<file path="config.mk">
export PLATFORM = sky130hd
export DESIGN_NAME = up5bit_counter_sched
export DESIGN_NICKNAME = d
export VERILOG_FILES = /design/src/rtl/up5bit_sched_pkg.sv /design/src/rtl/up5bit_counter_sched_rr_arbiter.sv /design/src/rtl/up5bit_counter_sched.sv
export SDC_FILE = /design/constraint.sdc
export NUM_CORES = 1
export LEC_CHECK = 0
export CAP_MARGIN = 20
export CORE_UTILIZATION = 36
export DETAILED_ROUTE_END_ITERATION = 7
export GPL_TIMING_DRIVEN = 0
export PLACE_DENSITY = 0.75
export SETUP_SLACK_MARGIN = 0.02
export SYNTH_ARGS = -nofsm -noshare
export SYNTH_HDL_FRONTEND = slang
export SYNTH_SLANG_ARGS = --single-unit
export TNS_END_PERCENT = 20
</file>
<file path="constraint.sdc">
create_clock -name clk -period 1.55 [get_ports clk]
set_input_delay 0.31 -clock clk [delete_from_list [all_inputs] [get_ports clk]]
set_output_delay 0.31 -clock clk [all_outputs]
set_load 0.01 [all_outputs]
</file>
<file path="src/rtl/up5bit_sched_pkg.sv">
// Shared types and helpers for the 5-bit counter scheduler.
// Optional build macro: UP5BIT_SCHED_FIXED_PRIO_EN (fixed-priority arbitration).
package up5bit_sched_pkg;

    typedef enum logic [1:0] {
        IDLE  = 2'd0,
        CLEAR = 2'd1,
        RUN   = 2'd2,
        DONE  = 2'd3
    } state_t;

    localparam int CNT_WIDTH = 5;
    localparam int MAX_NREQ  = 8;

    // Extract one requester's length from the packed length bus.
    function automatic logic [CNT_WIDTH-1:0] len_slice(
        input logic [MAX_NREQ*CNT_WIDTH-1:0] lens,
        input logic [2:0]                    sel
    );
        return lens[int'(sel)*CNT_WIDTH +: CNT_WIDTH];
    endfunction

endpackage

</file>
<file path="src/rtl/up5bit_counter_sched_rr_arbiter.sv">
// Combinational requester selection: round-robin starting at ptr, or
// lowest-index-wins when UP5BIT_SCHED_FIXED_PRIO_EN is defined.
module rr_arbiter
    import up5bit_sched_pkg::*;
#(
    parameter int NREQ = 4,
    parameter int PW   = $clog2(NREQ)
) (
    input  logic [NREQ-1:0] req,
    input  logic [PW-1:0]   ptr,
    output logic [NREQ-1:0] gnt,
    output logic [PW-1:0]   idx
);

    logic          found;
    logic [PW:0]   sum;
    logic [PW-1:0] cur;

    // Walk the requesters in priority order and keep the first one asserted.
    always_comb begin
        found = 1'b0;
        idx   = '0;
        sum   = '0;
        cur   = '0;
        for (int k = 0; k < NREQ; k++) begin
`ifdef UP5BIT_SCHED_FIXED_PRIO_EN
            sum = (PW+1)'(k);
`else
            sum = {1'b0, ptr} + (PW+1)'(k);
            if (sum >= (PW+1)'(NREQ)) begin
                sum = sum - (PW+1)'(NREQ);
            end
`endif
            cur = sum[PW-1:0];
            if (!found && req[cur]) begin
                found = 1'b1;
                idx   = cur;
            end
        end
    end

    generate
        for (genvar gi = 0; gi < NREQ; gi++) begin : g_gnt
            assign gnt[gi] = found && (idx == PW'(gi));
        end
    endgenerate

endmodule

</file>
<file path="src/rtl/up5bit_counter_sched.sv">
// Shares one external 5-bit up-counter between NREQ requesters. The owner gets
// the counter cleared, counted up to its latched length, then a done pulse.
// Optional build macro: UP5BIT_SCHED_FIXED_PRIO_EN (fixed priority, ptr held 0).
module up5bit_counter_sched
    import up5bit_sched_pkg::*;
#(
    parameter int NREQ  = 4,
    parameter int WIDTH = CNT_WIDTH
) (
    input  logic                  clk,
    input  logic                  reset,
    input  logic [NREQ-1:0]       req,
    input  logic [NREQ*WIDTH-1:0] req_len,
    output logic [NREQ-1:0]       grant,
    output logic [NREQ-1:0]       done,
    output logic                  busy,
    output logic                  cnt_clr,
    output logic                  cnt_en,
    input  logic [WIDTH-1:0]      cnt_val
);

    localparam int PW = $clog2(NREQ);

    state_t                         state_reg, state_next;
    logic [PW-1:0]                  idx_reg, idx_next;
    logic [PW-1:0]                  ptr_reg, ptr_next;
    logic [WIDTH-1:0]               len_reg, len_next;
    logic [PW-1:0]                  ptr_inc;
    logic [NREQ-1:0]                arb_gnt;
    logic [PW-1:0]                  arb_idx;
    logic [NREQ-1:0]                owner_oh;
    logic [MAX_NREQ*CNT_WIDTH-1:0]  lens_ext;
    logic [WIDTH-1:0]               len_pick;

    rr_arbiter #(
        .NREQ (NREQ),
        .PW   (PW)
    ) u_arb (
        .req (req),
        .ptr (ptr_reg),
        .gnt (arb_gnt),
        .idx (arb_idx)
    );

    assign lens_ext = (MAX_NREQ*CNT_WIDTH)'(req_len);
    assign len_pick = WIDTH'(len_slice(lens_ext, 3'(arb_idx)));
    assign busy     = (state_reg != IDLE);

    generate
        for (genvar gi = 0; gi < NREQ; gi++) begin : g_owner
            assign owner_oh[gi] = (idx_reg == PW'(gi));
        end
    endgenerate

    // Pointer value to use once the current owner is finished or withdraws.
    always_comb begin
`ifdef UP5BIT_SCHED_FIXED_PRIO_EN
        ptr_inc = '0;
`else
        ptr_inc = (idx_reg == PW'(NREQ-1)) ? '0 : idx_reg + PW'(1);
`endif
    end

    // State, owner, pointer and latched length registers.
    always_ff @(posedge clk) begin
        if (reset) begin
            state_reg <= IDLE;
            idx_reg   <= '0;
            ptr_reg   <= '0;
            len_reg   <= '0;
        end else begin
            state_reg <= state_next;
            idx_reg   <= idx_next;
            ptr_reg   <= ptr_next;
            len_reg   <= len_next;
        end
    end

    // Next-state and output decode; counter enable follows cnt_val directly.
    always_comb begin
        state_next = state_reg;
        idx_next   = idx_reg;
        ptr_next   = ptr_reg;
        len_next   = len_reg;
        grant      = '0;
        done       = '0;
        cnt_clr    = 1'b0;
        cnt_en     = 1'b0;
        case (state_reg)
            IDLE: begin
                if (|arb_gnt) begin
                    idx_next   = arb_idx;
                    len_next   = len_pick;
                    state_next = CLEAR;
                end
            end
            CLEAR: begin
                cnt_clr    = 1'b1;
                grant      = owner_oh;
                state_next = RUN;
            end
            RUN: begin
                grant  = owner_oh;
                cnt_en = (cnt_val != len_reg);
                if (!req[idx_reg]) begin
                    // Owner withdrew: release without a done pulse.
                    state_next = IDLE;
                    ptr_next   = ptr_inc;
                end else if (cnt_val == len_reg) begin
                    state_next = DONE;
                end
            end
            DONE: begin
                grant      = owner_oh;
                done       = owner_oh;
                state_next = IDLE;
                ptr_next   = ptr_inc;
            end
            default: begin
                state_next = IDLE;
            end
        endcase
    end

endmodule
</file>
==> Word level (Yosys, flattened, before mapping) <==
Index checks and enable logic that the tools add are counted.
{ "totals": {"ff_bits": 11, "latchBits": 0, "mem_bits_rw": 0, "mem_bits_ro": 0, "input_bits": 31, "output_inout_bits": 11, "memories": 0} }
{ "op_classes": {"add_sub_neg": 8, "n_mul": 1, "div_mod_pow": 0, "magnitude_cmp": 9, "eq_ne": 14, "shifts": 1, "n_mux": 33, "bitwise_logic": 0, "n_reduce_logical": 20} }
{ "ops": {"columns": ["operator", "n"], "rows": [
  ["40-bit by 6-bit indexed part select with 5-bit output", 1],
  ["2-bit two-way mux", 13],
  ["2-bit by 3-bit < comparator with 1-bit output, second input constant", 5],
  ["2-bit equality test, second input constant", 6],
  ["1-bit two-way mux", 11],
  ["1-bit binary-select mux with 2-bit select", 5],
  ["3-bit >= comparator, second input constant", 3],
  ["4-bit two-way mux", 2],
  ["2-bit one-hot mux with 4 select lines", 1],
  ["2-bit by 1-bit subtractor with 2-bit output, second input constant", 4],
  ["1-bit logical AND", 7],
  ["2-bit by 2-bit adder with 3-bit output, second input constant", 2],
  ["2-bit by 1-bit equality test with 1-bit output, second input constant", 3],
  ["2-bit zero test", 3],
  ["2-bit AND reduction", 3],
  ["5-bit equality test", 1],
  ["2-bit by 3-bit multiplier with 5-bit output, second input constant", 1],
  ["5-bit != test", 1],
  ["2-bit != test, second input constant", 2],
  ["2-bit one-hot mux with 2 select lines", 1],
  ["2-bit nonzero test", 2],
  ["4-bit OR reduction", 1],
  ["2-bit by 1-bit adder with 3-bit output, second input constant", 1],
  ["2-bit by 3-bit >= comparator with 1-bit output, second input constant", 1],
  ["other kinds (4)", 6]
]} }

==> Depth between registers and ports, before layout <==
{ "depth": {"depth_word": 19, "mapped_depth": 7, "mapped_depth_nobuf": 5} }

==> Modules after synthesis <==
Synthesis repeated with hierarchy kept, for this count alone.
{ "unflattened": {"hier_cells": 115, "hier_area_um2": 969.7} }
{ "by_module_without_submodules": {"columns": ["module", "n_inst", "cells_per_inst", "area_each_um2"], "rows": [
  ["up5bit_counter_sched", 1, 84, 772.0],
  ["rr_arbiter", 1, 31, 197.7]
]} }

==> Worst setup path before layout <==
OpenSTA, ideal clock, no wires.
{ "synth_timing": {"path_kind": "reg-to-reg", "start": "register idx_reg[1]", "end": "register ptr_reg[1]", "setup_ns": 0.116, "arrival_ns": 1.353, "t_required_ns": 1.434, "path_slack_ns": 0.082, "stages_incl_launch_ff": 5, "path_buffers": 0, "synth_period_minus_slack_ns": 1.468, "path_cell_list": "dfxtp_1 > mux4_2 > a21boi_2 > mux2i_1 > nor2_1"} }
{ "synth_between": {"elab_chain_cells": 4} }
{ "synth_rtl": {"columns": ["element", "line", "text"], "rows": [
  ["from (decl)", "up5bit_counter_sched.sv:25", "logic [PW-1:0] idx_reg, idx_next;"],
  ["from (signal assigned)", "up5bit_counter_sched.sv:73", "idx_reg <= idx_next;"],
  ["2-bit by 1-bit adder with 2-bit output, or another cell as far along", "up5bit_counter_sched.sv:60", "ptr_inc = (idx_reg == PW'(NREQ-1)) ? '0 : idx_reg + PW'(1);"],
  ["2-bit two-way mux / 1-bit two-way mux (equally long branches)", "up5bit_counter_sched.sv:60, up5bit_counter_sched.sv:105", null],
  ["2-bit two-way mux / 2-bit != test (equally long branches)", null, null],
  ["2-bit one-hot mux with 2 select lines / 2-bit AND reduction (equally long branches)", null, null],
  ["to (signal assigned)", "up5bit_counter_sched.sv:74", "ptr_reg <= ptr_next;"],
  ["to (decl)", "up5bit_counter_sched.sv:26", "logic [PW-1:0] ptr_reg, ptr_next;"]
]} }
Several ways; a longest one is shown, not always the timed one. The select of a mux whose other input is x is not followed.
A chain may end at the register's enable or synchronous reset.

==> Worst setup path in the final report <==
{ "layout_timing": {"start": "input cnt_val[0]", "end": "output cnt_en"} }
{ "layout_between": {"elab_chain_cells": 2} }
{ "layout_rtl": {"columns": ["element", "line", "text"], "rows": [
  ["from (decl)", "up5bit_counter_sched.sv:19", "input logic [WIDTH-1:0] cnt_val"],
  ["5-bit != test", "up5bit_counter_sched.sv:104", "cnt_en = (cnt_val != len_reg);"],
  ["1-bit two-way mux", "up5bit_counter_sched.sv:89", "case (state_reg)"],
  ["to (decl)", "up5bit_counter_sched.sv:18", "output logic cnt_en,"]
]} }
Every way passes these cells.

==> results.sh <==
export IMPL_dr_first_iter_drc_count=11
export IMPL_largest_reg_flops=5
export IMPL_worstPathRequired_ns=1.24
export IMPL_cp_num_buf_inv=2
export IMPL_vias=935
export IMPL_nFillCells=210
export IMPL_fmax_mhz=629
export IMPL_wl_met2_mm=1.32
export IMPL_slew_violations=0
export IMPL_dr_wl_met3_microns=115
export IMPL_min_period_over_period_pct=103
export IMPL_synthTopCellsByArea="dfxtp_1 25%, mux2i_1 15%, ha_1 5.7%"
export IMPL_violations="setup timing"
export IMPL_seq_area_frac_synth_pct=25.3
export IMPL_leakage_nw=0.632
export IMPL_status="finished with violations"
export IMPL_drt_total_wl_mm=2.48
export IMPL_r2r_end="len_reg[3]"
export IMPL_synth_common_cells="13 x mux2i_1, 11 x dfxtp_1, 11 x nor2_1"
export IMPL_synth_cells=99
export IMPL_fin_ws_ns=-0.0407
export IMPL_critPathMaxStageDelay_ns=0.47
export IMPL_die_w_microns=51.2
export IMPL_gr_total_overflow=0
export IMPL_start_util_pct=38.6
export IMPL_yosys_area_top_type_share_pct=25.3
export IMPL_n_antenna_cell=0
export IMPL_synth_distinct_cells=30
export IMPL_crit_family="buffers and inverters"
export IMPL_yosysMostFrequentCell="mux2i_1"
export IMPL_core_area_sq_mm=0.00225
export IMPL_rr_startpoint="ptr_reg[1]"
export IMPL_yosysWarningCount=0
export IMPL_seq_area_sq_um=239
export IMPL_critical_path_cell_count=5
export IMPL_dp_hpwl_mm=1.91
export IMPL_hold_slack_ns=0.489
export IMPL_min_period_ns=1.59
export IMPL_worstHoldStart="state_reg[0]"
export IMPL_rsz0062_at_grt="yes"
export IMPL_synth_edf_count=0
export IMPL_setup_viol=6
export IMPL_dieArea_sq_mm=0.00262
export IMPL_io_pins=42
export IMPL_holdPathEnd="state_reg[0]"
export IMPL_postRouteAntennaNets=0
export IMPL_drive_gt1_share_pct=33.8
export IMPL_fin_area_sq_mm=0.00143
export IMPL_cts_htree_levels=1
export IMPL_maxUsedRoutingLayer="met4"
export IMPL_timing_worst_slew_pin_value_ns=0.251
export IMPL_cts_sinks=11
export IMPL_drc=0
export IMPL_powerDensity_mw_per_mm2=667
export IMPL_critPathKind="primary input to output pin"
export IMPL_syn_area_per_cell_sq_um=8.80
export IMPL_die_h_microns=51.2
export IMPL_grt_pass1_vias=853
export IMPL_clock_latency_ns=0.28
export IMPL_wl_per_cell_microns=14.1
export IMPL_ys_seq_elements=11
export IMPL_fin_skew_ns=0.00720
export IMPL_area_growth_pct=64.5
export IMPL_layout_nets=184
export IMPL_clk_pin_slew_ns=0.07
export IMPL_cts_made_buffers=3
export IMPL_synth_cell_area_sq_um=871
export IMPL_cp_slowest_cell="clkdlybuf4s50_1"
export IMPL_cts_tree="built"
export IMPL_place_congestion=0.763
export IMPL_cts_hold_repair_buffers=0
export IMPL_maxCapViolCount=0
export IMPL_r2r_cells=6
export IMPL_r2r_setup_slack_ns=-0.04
export IMPL_grt_antenna_before_repair=0
export IMPL_crit_chain="clkdlybuf4s50_1 > xor2_1 > nor3_2 > nor2b_1 > buf_2"
export IMPL_synth_top_cell_by_area="dfxtp_1"
export IMPL_multi_input_area_sq_um=673
export IMPL_synth_fp_nets=134
export IMPL_hp_class="flip-flop to flip-flop"
export IMPL_hold_viol=0
export IMPL_peakVddDrop_v=0.000582
export IMPL_met1_length_mm=1.02
export IMPL_arrival_ns=1.28
export IMPL_cp_end_kind="output pin"
export IMPL_track_usage_pct=20.3
export IMPL_num_rows=17
export IMPL_worstPathMaxFanout=2
export IMPL_synthArstFlopShare_pct=0
export IMPL_port_buffers=41
export IMPL_hold_depth=1
export IMPL_ys_flop_type="dfxtp_1"
export IMPL_startpoint_type="primary input"
export IMPL_drt_vias_per_instance=5.31
export IMPL_grt_max_degree=11
export IMPL_placed_area_sq_mm=0.00132
export IMPL_clk_path_buf_depth=2
export IMPL_grt_pass1_wl_mm=3.95
export IMPL_slew_headroom_pct=83.3
export IMPL_drt_pass1_iter_count=4
export IMPL_ctsRootBufferMaster="clkbuf_4"
routing by layer:
metal / GRT usage, % / up-vias
li1: - / 457
met3: 3.57 / 2
met5: 0 / -
met4: 4.63 / 0
met1: 23.5 / 447
met2: 37.9 / 29
where the power goes:
| group | leakage [nW] | total [W] | internal, W | switching (W) |
|---|---|---|---|---|
| clock network | 0.0177 | 0.000199 | 0.0000959 | 0.000103 |
| registers | 0.0943 | 0.000354 | 0.000317 | 0.0000364 |
| logic | 0.520 | 0.000402 | 0.000221 | 0.000181 |
| total | 0.632 | 0.000955 | 0.000634 | 0.000321 |
how the worst max path moves through the flow:
stage               start         end
2_1_floorplan  idx_reg[1]  ptr_reg[1]
3_3_place_gp   cnt_val[1]      cnt_en
3_5_place_dp   cnt_val[3]      cnt_en
4_1_cts        cnt_val[1]      cnt_en
5_1_grt        ptr_reg[1]  len_reg[1]
6_report       cnt_val[0]      cnt_en
logic make-up (layout without fill, tap and decap cells):
kind of cell | Yosys count | in the layout | synth area share (%)
AND/OR/NAND/NOR | 39 | 39 | 26.7
flip-flops | 11 | 11 | 25.3
buffers and inverters | 10 | 59 | 6.18
adder cells (fa/ha/maj) | 4 | 4 | 5.75
AO/OA/AOI/OAI | 16 | 16 | 13.5
multiplexers | 14 | 14 | 17.5
XOR/XNOR | 5 | 5 | 5.03
worst reg2reg max path, cell delays in order (launching register included):
cell	delay (ns)
dfxtp_4	0.38
mux2i_2	0.23
nor2_2	0.08
nor3_4	0.24
buf_6	0.17
mux2i_1	0.21
o221ai_1	0.15
cell usage in the layout (no fill, tap or decap), types with 4 or more instances in the layout:
master / instances
o221ai_1: 4
nand3b_1: 5
buf_4: 4
a21oi_1: 7
dfxtp_4: 4
nor2_1: 9
inv_1: 4
nor2b_1: 6
clkdlybuf4s50_1: 22
mux2i_1: 12
buf_2: 9
dfxtp_1: 4
dlygate4sd2_1: 6
and3_1: 4
layout make-up:
type,instances,share of cell area (%)
Multi-Input combinational cell,78,47.0
Timing Repair Buffer,45,28.2
Sequential cell,11,16.7
Tap cell,28,2.45
Buffer,4,2.18
Clock buffer,3,1.57
Inverter,6,1.57
Clock inverter,1,0.349
stage by stage:
stage                     worst slack, ns  setup TNS (ns)  utilization (%)  total power (W)  cells
after global routing               -0.130          -0.795             63.5          0.00101    176
after floorplan                    0.0818               0                -         0.000555     99
after global placement             -0.624           -5.08             58.4         0.000707    168
after CTS                          -0.144          -0.244             61.0         0.000927    176
final                             -0.0407          -0.140             63.5         0.000955    176
after detailed placement           -0.618           -5.82             58.4         0.000724    168
repair_timing:
item | CTS | global route
setup buffers | 3 | 0
cloned | 1 | 0
resized for setup | 58 | 20
pin swaps | 3 | 11
endpoints found under the setup margin | 20 | 17
No activity file was read; power rests on OpenSTA's default activity.
